$ cat src/rtl/rgb_led_sequencer.sv
// rgb_led_sequencer
//   Fades red, green and blue LEDs in turn. Each colour ramps its PWM duty
//   up by STEP per tick until full brightness, holds there for HOLD_TICKS
//   ticks, ramps back down to zero, then hands over to the next colour.
//   The PWM duty only changes on a PWM period boundary, so an LED never sees
//   a shortened or stretched pulse in the middle of a period.
//
//   Optional feature: define RGB_LED_SEQUENCER_GAMMA_EN to compare the PWM
//   counter against (duty_active*duty_active) >> PWM_BITS instead of the
//   linear duty_active. Sequencing timing is the same in both builds.
//
// Parameters
//   PWM_BITS   width of the PWM counter and duty registers
//   STEP       duty change applied per tick while ramping
//   HOLD_TICKS ticks spent at full brightness
//
// Ports
//   clk        sole clock, rising edge
//   rst        asynchronous active-low reset
//   enable     sequencer runs while high; low returns everything to idle
//   tick       one-clk step pulse (held high for N clks counts as N ticks)
//   nLED_RED   active-low red drive
//   nLED_GRN   active-low green drive
//   nLED_BLU   active-low blue drive
//   color      active colour: 0=red, 1=green, 2=blue (3 never occurs)
//   cycle_done one-clk pulse when blue finishes ramping down (colour wraps)
//   fsm_state  debug view of the sequencer state (0=IDLE, 1=RAMP_UP,
//              2=HOLD, 3=RAMP_DOWN)

module rgb_led_sequencer #(
    parameter int PWM_BITS   = 8,
    parameter int STEP       = 8,
    parameter int HOLD_TICKS = 4
) (
    input  logic       clk,
    input  logic       rst,
    input  logic       enable,
    input  logic       tick,
    output logic       nLED_RED,
    output logic       nLED_GRN,
    output logic       nLED_BLU,
    output logic [1:0] color,
    output logic       cycle_done,
    output logic [1:0] fsm_state
);

    typedef enum logic [1:0] {
        IDLE      = 2'd0,
        RAMP_UP   = 2'd1,
        HOLD      = 2'd2,
        RAMP_DOWN = 2'd3
    } state_t;

    localparam int HW = (HOLD_TICKS > 1) ? $clog2(HOLD_TICKS) : 1;

    localparam logic [PWM_BITS-1:0] DUTY_MAX  = '1;
    localparam logic [PWM_BITS-1:0] STEP_N    = PWM_BITS'(STEP);
    localparam logic [PWM_BITS:0]   STEP_W    = (PWM_BITS + 1)'(STEP);
    localparam logic [HW-1:0]       HOLD_LAST = HW'(HOLD_TICKS - 1);

    state_t              state, state_n;
    logic [PWM_BITS-1:0] pwm_cnt;
    logic [PWM_BITS-1:0] duty, duty_n;
    logic [PWM_BITS-1:0] duty_active;
    logic [1:0]          color_n;
    logic [HW-1:0]       hold_cnt, hold_n;
    logic                done_n;

    // One bit wider so a step past full scale is seen as overflow.
    logic [PWM_BITS:0]   duty_up;
    logic [PWM_BITS-1:0] duty_dn;

    logic [PWM_BITS-1:0] cmp_val;
    logic                pwm_on;

    // ------------------------------------------------------------------
    // Sequencer registers
    // ------------------------------------------------------------------
    always_ff @(posedge clk or negedge rst) begin
        if (!rst) begin
            state      <= IDLE;
            duty       <= '0;
            color      <= 2'd0;
            hold_cnt   <= '0;
            cycle_done <= 1'b0;
        end else begin
            state      <= state_n;
            duty       <= duty_n;
            color      <= color_n;
            hold_cnt   <= hold_n;
            cycle_done <= done_n;
        end
    end

    // ------------------------------------------------------------------
    // Next-state logic. The first enabled clk out of IDLE only starts the
    // ramp; a tick arriving in that same clk is dropped.
    // ------------------------------------------------------------------
    always_comb begin
        state_n = state;
        duty_n  = duty;
        color_n = color;
        hold_n  = hold_cnt;
        done_n  = 1'b0;
        duty_up = {1'b0, duty} + STEP_W;
        duty_dn = duty - STEP_N;

        if (!enable) begin
            state_n = IDLE;
            duty_n  = '0;
            color_n = 2'd0;
            hold_n  = '0;
        end else begin
            case (state)
                IDLE: begin
                    state_n = RAMP_UP;
                end
                RAMP_UP: begin
                    if (tick) begin
                        if (duty_up >= {1'b0, DUTY_MAX}) begin
                            duty_n  = DUTY_MAX;
                            state_n = HOLD;
                        end else begin
                            duty_n = duty_up[PWM_BITS-1:0];
                        end
                    end
                end
                HOLD: begin
                    if (tick) begin
                        if (hold_cnt == HOLD_LAST) begin
                            hold_n  = '0;
                            state_n = RAMP_DOWN;
                        end else begin
                            hold_n = hold_cnt + HW'(1);
                        end
                    end
                end
                RAMP_DOWN: begin
                    if (tick) begin
                        // Clamp at zero instead of wrapping below it.
                        if ({1'b0, duty} <= STEP_W) begin
                            duty_n  = '0;
                            state_n = RAMP_UP;
                            if (color == 2'd2) begin
                                color_n = 2'd0;
                                done_n  = 1'b1;
                            end else begin
                                color_n = color + 2'd1;
                            end
                        end else begin
                            duty_n = duty_dn;
                        end
                    end
                end
                default: begin
                    state_n = IDLE;
                end
            endcase
        end
    end

    // ------------------------------------------------------------------
    // PWM counter and period-aligned duty latch. duty_active picks up the
    // working duty only on the last count of a period, so the new value
    // takes effect from count 0 of the following period.
    // ------------------------------------------------------------------
    always_ff @(posedge clk or negedge rst) begin
        if (!rst) begin
            pwm_cnt     <= '0;
            duty_active <= '0;
        end else if (!enable) begin
            pwm_cnt     <= '0;
            duty_active <= '0;
        end else begin
            pwm_cnt <= pwm_cnt + PWM_BITS'(1);
            if (pwm_cnt == DUTY_MAX) begin
                duty_active <= duty;
            end
        end
    end

`ifdef RGB_LED_SEQUENCER_GAMMA_EN
    // Square-law brightness: upper half of the full-width self-product.
    logic [2*PWM_BITS-1:0] gamma_prod;
    assign gamma_prod = {{PWM_BITS{1'b0}}, duty_active} * {{PWM_BITS{1'b0}}, duty_active};
    assign cmp_val    = gamma_prod[2*PWM_BITS-1:PWM_BITS];
`else
    assign cmp_val = duty_active;
`endif

    // duty_active is zero in reset and idle, so every LED sits high there.
    assign pwm_on    = (pwm_cnt < cmp_val);
    assign nLED_RED  = ~(pwm_on && (color == 2'd0));
    assign nLED_GRN  = ~(pwm_on && (color == 2'd1));
    assign nLED_BLU  = ~(pwm_on && (color == 2'd2));
    assign fsm_state = state;

endmodule

$ cat config.mk
export PLATFORM = sky130hd
export DESIGN_NAME = rgb_led_sequencer
export DESIGN_NICKNAME = d
export VERILOG_FILES = /design/src/rtl/rgb_led_sequencer.sv
export SDC_FILE = /design/constraint.sdc
export NUM_CORES = 1
export LEC_CHECK = 0
export ABC_AREA = 1
export CAP_MARGIN = 20
export CORE_ASPECT_RATIO = 0.7
export CORE_UTILIZATION = 35
export CTS_BUF_LIST = sky130_fd_sc_hd__clkbuf_8 sky130_fd_sc_hd__clkbuf_16
export CTS_CLUSTER_DIAMETER = 100
export DETAILED_ROUTE_END_ITERATION = 8
export GPL_ROUTABILITY_DRIVEN = 0
export PLACE_DENSITY = 0.55
export RECOVER_POWER = 50
export SLEW_MARGIN = 15
export SYNTH_ARGS = -nofsm -noshare
export SYNTH_HDL_FRONTEND = slang
export SYNTH_SLANG_ARGS = --single-unit
export TNS_END_PERCENT = 5
$ cat constraint.sdc
create_clock -name clk -period 4 [get_ports clk]
set_clock_uncertainty 0.2 [all_clocks]
set_input_delay 0.6 -clock clk [delete_from_list [all_inputs] [get_ports clk]]
set_output_delay 0.6 -clock clk [all_outputs]
set_load 0.03 [all_outputs]
After elaboration in Yosys (flattened, before gate mapping)
Cells that the tools add are included.
{"block": "op_classes", "muxes": 31, "reduce_logical": 9, "add_sub_neg": 5, "eq_ne": 19, "shift": 0, "n_lt_le_gt_ge": 3, "mul": 0, "bitwise_logic": 3, "n_div": 0}
{"op": "8-bit 2-to-1 mux", "count": 8}
{"op": "2-bit 2-to-1 mux", "count": 16}
{"op": "3-bit != test (second input constant)", "count": 6}
{"op": "8-bit case mux with 2 select lines", "count": 1}
{"op": "2-bit by 1-bit != test with 1-bit output (second input constant)", "count": 5}
{"op": "8-bit by 4-bit adder with 9-bit output (second input constant)", "count": 1}
{"op": "9-bit by 8-bit greater-or-equal comparator with 1-bit output (second input constant)", "count": 1}
{"op": "8-bit by 1-bit adder with 8-bit output (second input constant)", "count": 1}
{"op": "2-bit equality test (second input constant)", "count": 4}
{"op": "8-bit equality test (second input constant)", "count": 1}
{"op": "8-bit by 4-bit less-or-equal comparator with 1-bit output (second input constant)", "count": 1}
{"op": "8-bit less-than comparator", "count": 1}
{"op": "2-bit case mux with 4 select lines", "count": 1}
{"op": "8-bit by 4-bit subtractor with 8-bit output (second input constant)", "count": 1}
{"op": "3-bit AND reduction", "count": 2}
{"op": "6-bit AND reduction", "count": 1}
{"op": "1-bit 2-to-1 mux", "count": 5}
{"op": "2-bit by 1-bit adder with 2-bit output (second input constant)", "count": 2}
{"op": "2-bit by 1-bit equality test with 1-bit output (second input constant)", "count": 2}
{"op": "2-bit logical NOT", "count": 2}
{"op": "1-bit logical AND", "count": 3}
{"op": "3-bit by 1-bit != test with 1-bit output (second input constant)", "count": 1}
{"op": "1-bit NOT", "count": 3}
{"op": "2-bit AND reduction", "count": 1}
{"block": "word_totals", "wordCells": 77, "n_memories": 0, "romBits": 0, "ramBits": 0, "register_bits": 31, "latchBits": 0, "in_bits": 4}

Longest topological paths before layout
{"block": "depth", "depth_word": 6, "ltp_mapped": 12, "mapped_depth_nobuf": 12}

Worst setup path after synthesis
Ideal clock, no wire load.
{"block": "synth_timing", "kind": "register to output", "startpoint": "register pwm_cnt[7]", "endpoint": "output nLED_BLU", "path_stages_with_launch": 5, "arrival_ns": 1.325, "path_buffers": 0, "t_required_ns": 3.200, "setup_slack_ns": 1.875, "path_cell_list": "dfrtp_1 ha_1 a21oi_1 o21a_1 nand4_1"}
{"block": "synth_between", "elab_chain_cells": 3}
{"item": "start, declared", "line_no": "62", "text": "logic [PWM_BITS-1:0] pwm_cnt;"}
{"item": "start signal, assigned", "line_no": "175", "text": "pwm_cnt <= pwm_cnt + PWM_BITS'(1);"}
{"item": "8-bit less-than comparator", "line_no": "192", "text": "assign pwm_on = (pwm_cnt < cmp_val);"}
{"item": "1-bit logical AND", "line_no": "195", "text": "assign nLED_BLU = ~(pwm_on && (color == 2'd2));"}
{"item": "1-bit NOT", "line_no": "195"}
{"item": "end, declared", "line_no": "41", "text": "output logic nLED_BLU,"}
No other way between the ends.

Final worst setup path
{"block": "layout_timing", "startpoint": "register pwm_cnt[1]", "endpoint": "output nLED_BLU"}
Same word-level chain as after synthesis.

==> results.yml <==
synth:
  synth.cell_area_um2: 1700
  synth.top_cell.area_share: 0.397
  synthArstFlopShare: 1.00
  synth_edf_count: 0
  ys_ff_latch: 27
  synth.avg_cell_area_um2: 7.87
  synth_seq_area_share: 0.397
  syn-instance-count: 216
  synthTopCellsByArea: "dfrtp_1, ha_1, nand2_1"
  synth_warnings: 0
  synth.distinct_cells: 28
  synth_top_area_cell: "dfrtp_1"
  synth_flop_cell: "dfrtp_1"
  syn-num-nets: 235
floorplanning:
  dieArea_um2: 5150
  rows: 20
  die_x_um: 85.3
  core-area_um2: 4500
  dieHeight_um: 60.3
  num_io_pins: 12
  initial_core_util: 0.378
place:
  dp.final_hpwl_um: 2720
  place_area_um2: 1870
  dp_cells: 281
  dp_slack_ns: 1.34
  port_buffers: 11
detailed_routing:
  routed_wl_um: 3670
  vias_per_cell: 5.04
  vias: 1436
  dr.pass1.iters: 4
  drc_errors: 0
  wl_per_cell_um: 12.9
  drtIter0Drc: 36
  final_antenna_net_count: 0
clock_tree:
  cts-root-buf: "clkbuf_8"
  htreeDepth: 1
  cts_resized: 0
  cts_tree: "done"
  cts_setup_buffers: 0
  cts.clk_slew.worst_paths_ns: 0.09
  cts_inserted_buffers: 3
  cts_sinks: 27
  clock_latency_ns: 0.28
  ctsHoldBuffers: 0
  clockBufferDepth: 2
sta:
  fmax_mhz: 337
  tns_ns: 0
  fin_crit_ns: 2.97
  slew_violations: 28
  hold_viol: 0
  rsz0062_at_grt: "no"
  relSlewSlack: -0.0254
  tightestPinTransition_ns: 1.54
  layout_setup_ws_ns: 1.03
  period_share: 0.743
  finalSetupViolCount: 0
grt:
  grt_max_degree: 28
  grt-ovfl-total: 0
  grt_pass1_wl_um: 6510
  track_usage: 0.163
  grt_pass1_vias: 1363
  antenna_found_initial: 0
finish:
  fill_cells: 464
  finalInstanceArea_um2: 1900
  area_delta_synth_final_pct: 12.0
  nNetsFinal: 250
  regArea_um2: 676
  drive_above_1_share: 0.0870
  final_cell_mix: "nand2_1, inv_1, dfrtp_1"
  multi_input_area_um2: 880
  antenna_cells: 0
  final_common_cell: "nand2_1"
  fin_cells: 285
critical_path:
  cp-startpoint: "pwm_cnt[1]$_DFF_PN0_"
  start_kind: "flop"
  critPathArrivalTime_ns: 2.17
  r2r-start: "fsm_state[1]$_DFFE_PN0P_"
  critical_path_required_ns: 3.20
  criticalPathCategory: "reg -> out"
  cp_max_fo: 3
  crit_path_end_kind: "output port"
min_path:
  hold_path_class: "reg -> reg"
  hp-start: "pwm_cnt[0]$_DFF_PN0_"
pwr:
  p_sw_mw: 0.385
  seqPwrFrac: 0.417
  vdd_ir_drop_max_mv: 0.213
  power_frac_comb: 0.404
  power.density_nw_per_um2: 469
  power.leakage_nw: 0.911
  internal-power_mw: 0.508
  switching_share: 0.431
  power_frac_clock: 0.179
status:
  status: "finished with violations"
  violations: "max-capacitance violations, max-slew violations"
flow_run:
  max_cap_viol_count: 1
routing by layer:
| metal | up-vias | routed length [um] | track usage |
|---|---|---|---|
| met5 | - | 0 | 0 |
| met4 | 0 | 13 | 0.0214 |
| met3 | 2 | 151 | 0.0373 |
| met2 | 33 | 1370 | 0.255 |
| met1 | 654 | 2140 | 0.239 |
| li1 | 747 | - | - |
worst paths after layout:
kind | end | slack (ns) | depth (start not counted)
max | nLED_BLU | 1.03 | 8
min | pwm_cnt[0]$_DFF_PN0_ | 0.30 | 1
max reg2reg | duty[4]$_DFFE_PN0P_ | 2.04 | 7
min reg2reg | pwm_cnt[0]$_DFF_PN0_ | 0.30 | 1
max in group asynchronous | hold_cnt[0]$_DFFE_PN0P_ | 1.68 | 2
min in group asynchronous | cmp_val[6]$_DFFE_PN0P_ | 1.02 | 2
cell usage after synthesis (3+ instances only):
master and instances:
inv_1 28, nand2_1 47, nand4_1 8, dfrtp_1 27
ha_1 15, nor2_1 15, o21ai_0 12, o22ai_1 5
a21oi_1 13, nor2_2 5, nand2_2 3, nand3_1 17
stage by stage:
stage / utilization / hold slack, ns / power [mW]
after global routing: 0.423 / 0.321 / 0.976
after CTS: 0.425 / 0.301 / 0.899
after detailed placement: 0.415 / 0.287 / 0.736
after global placement: 0.415 / 0.286 / 0.735
final: 0.423 / 0.295 / 0.893
after floorplan: - / 0.104 / 0.639
critical path, stage by stage, from the launching register on:
cell             delay (ns)
dfrtp_1                0.41
ha_1                   0.27
o21ai_0                0.08
nand2_1                0.06
nand3_1                0.06
nand2_1                0.06
nand4_1                0.16
nand4_1                0.12
clkdlybuf4s50_1        0.67
power groups by stage:
stage	sequential, mW	combinational, mW	clock, mW
after floorplan	0.371	0.268	0
after global placement	0.377	0.357	0
after detailed placement	0.376	0.359	0
after CTS	0.371	0.362	0.166
after global routing	0.379	0.420	0.177
final	0.373	0.361	0.159
flip-flops by register name (all words and copies together), names as in the netlist:
register and cells:
fsm_state 2, pwm_cnt 8, cycle_done 1, color 2, duty 6, hold_cnt 2, cmp_val 6
layout make-up:
class | instances | area share
well taps | 55 | 0.0361
clock inverters | 1 | 0.00197
multi-input cells | 155 | 0.462
inverters | 31 | 0.0618
repair buffers | 13 | 0.0618
clock buffers | 3 | 0.0217
flip-flops and latches | 27 | 0.355
cells by family after synthesis:
group,share of synthesized area
compound gates,0.121
xor+xnor,0.00515
fa+ha+maj,0.110
buf+inv,0.0854
flops,0.397
simple gates,0.280
Note: power is estimated with default switching activity, not from simulation.
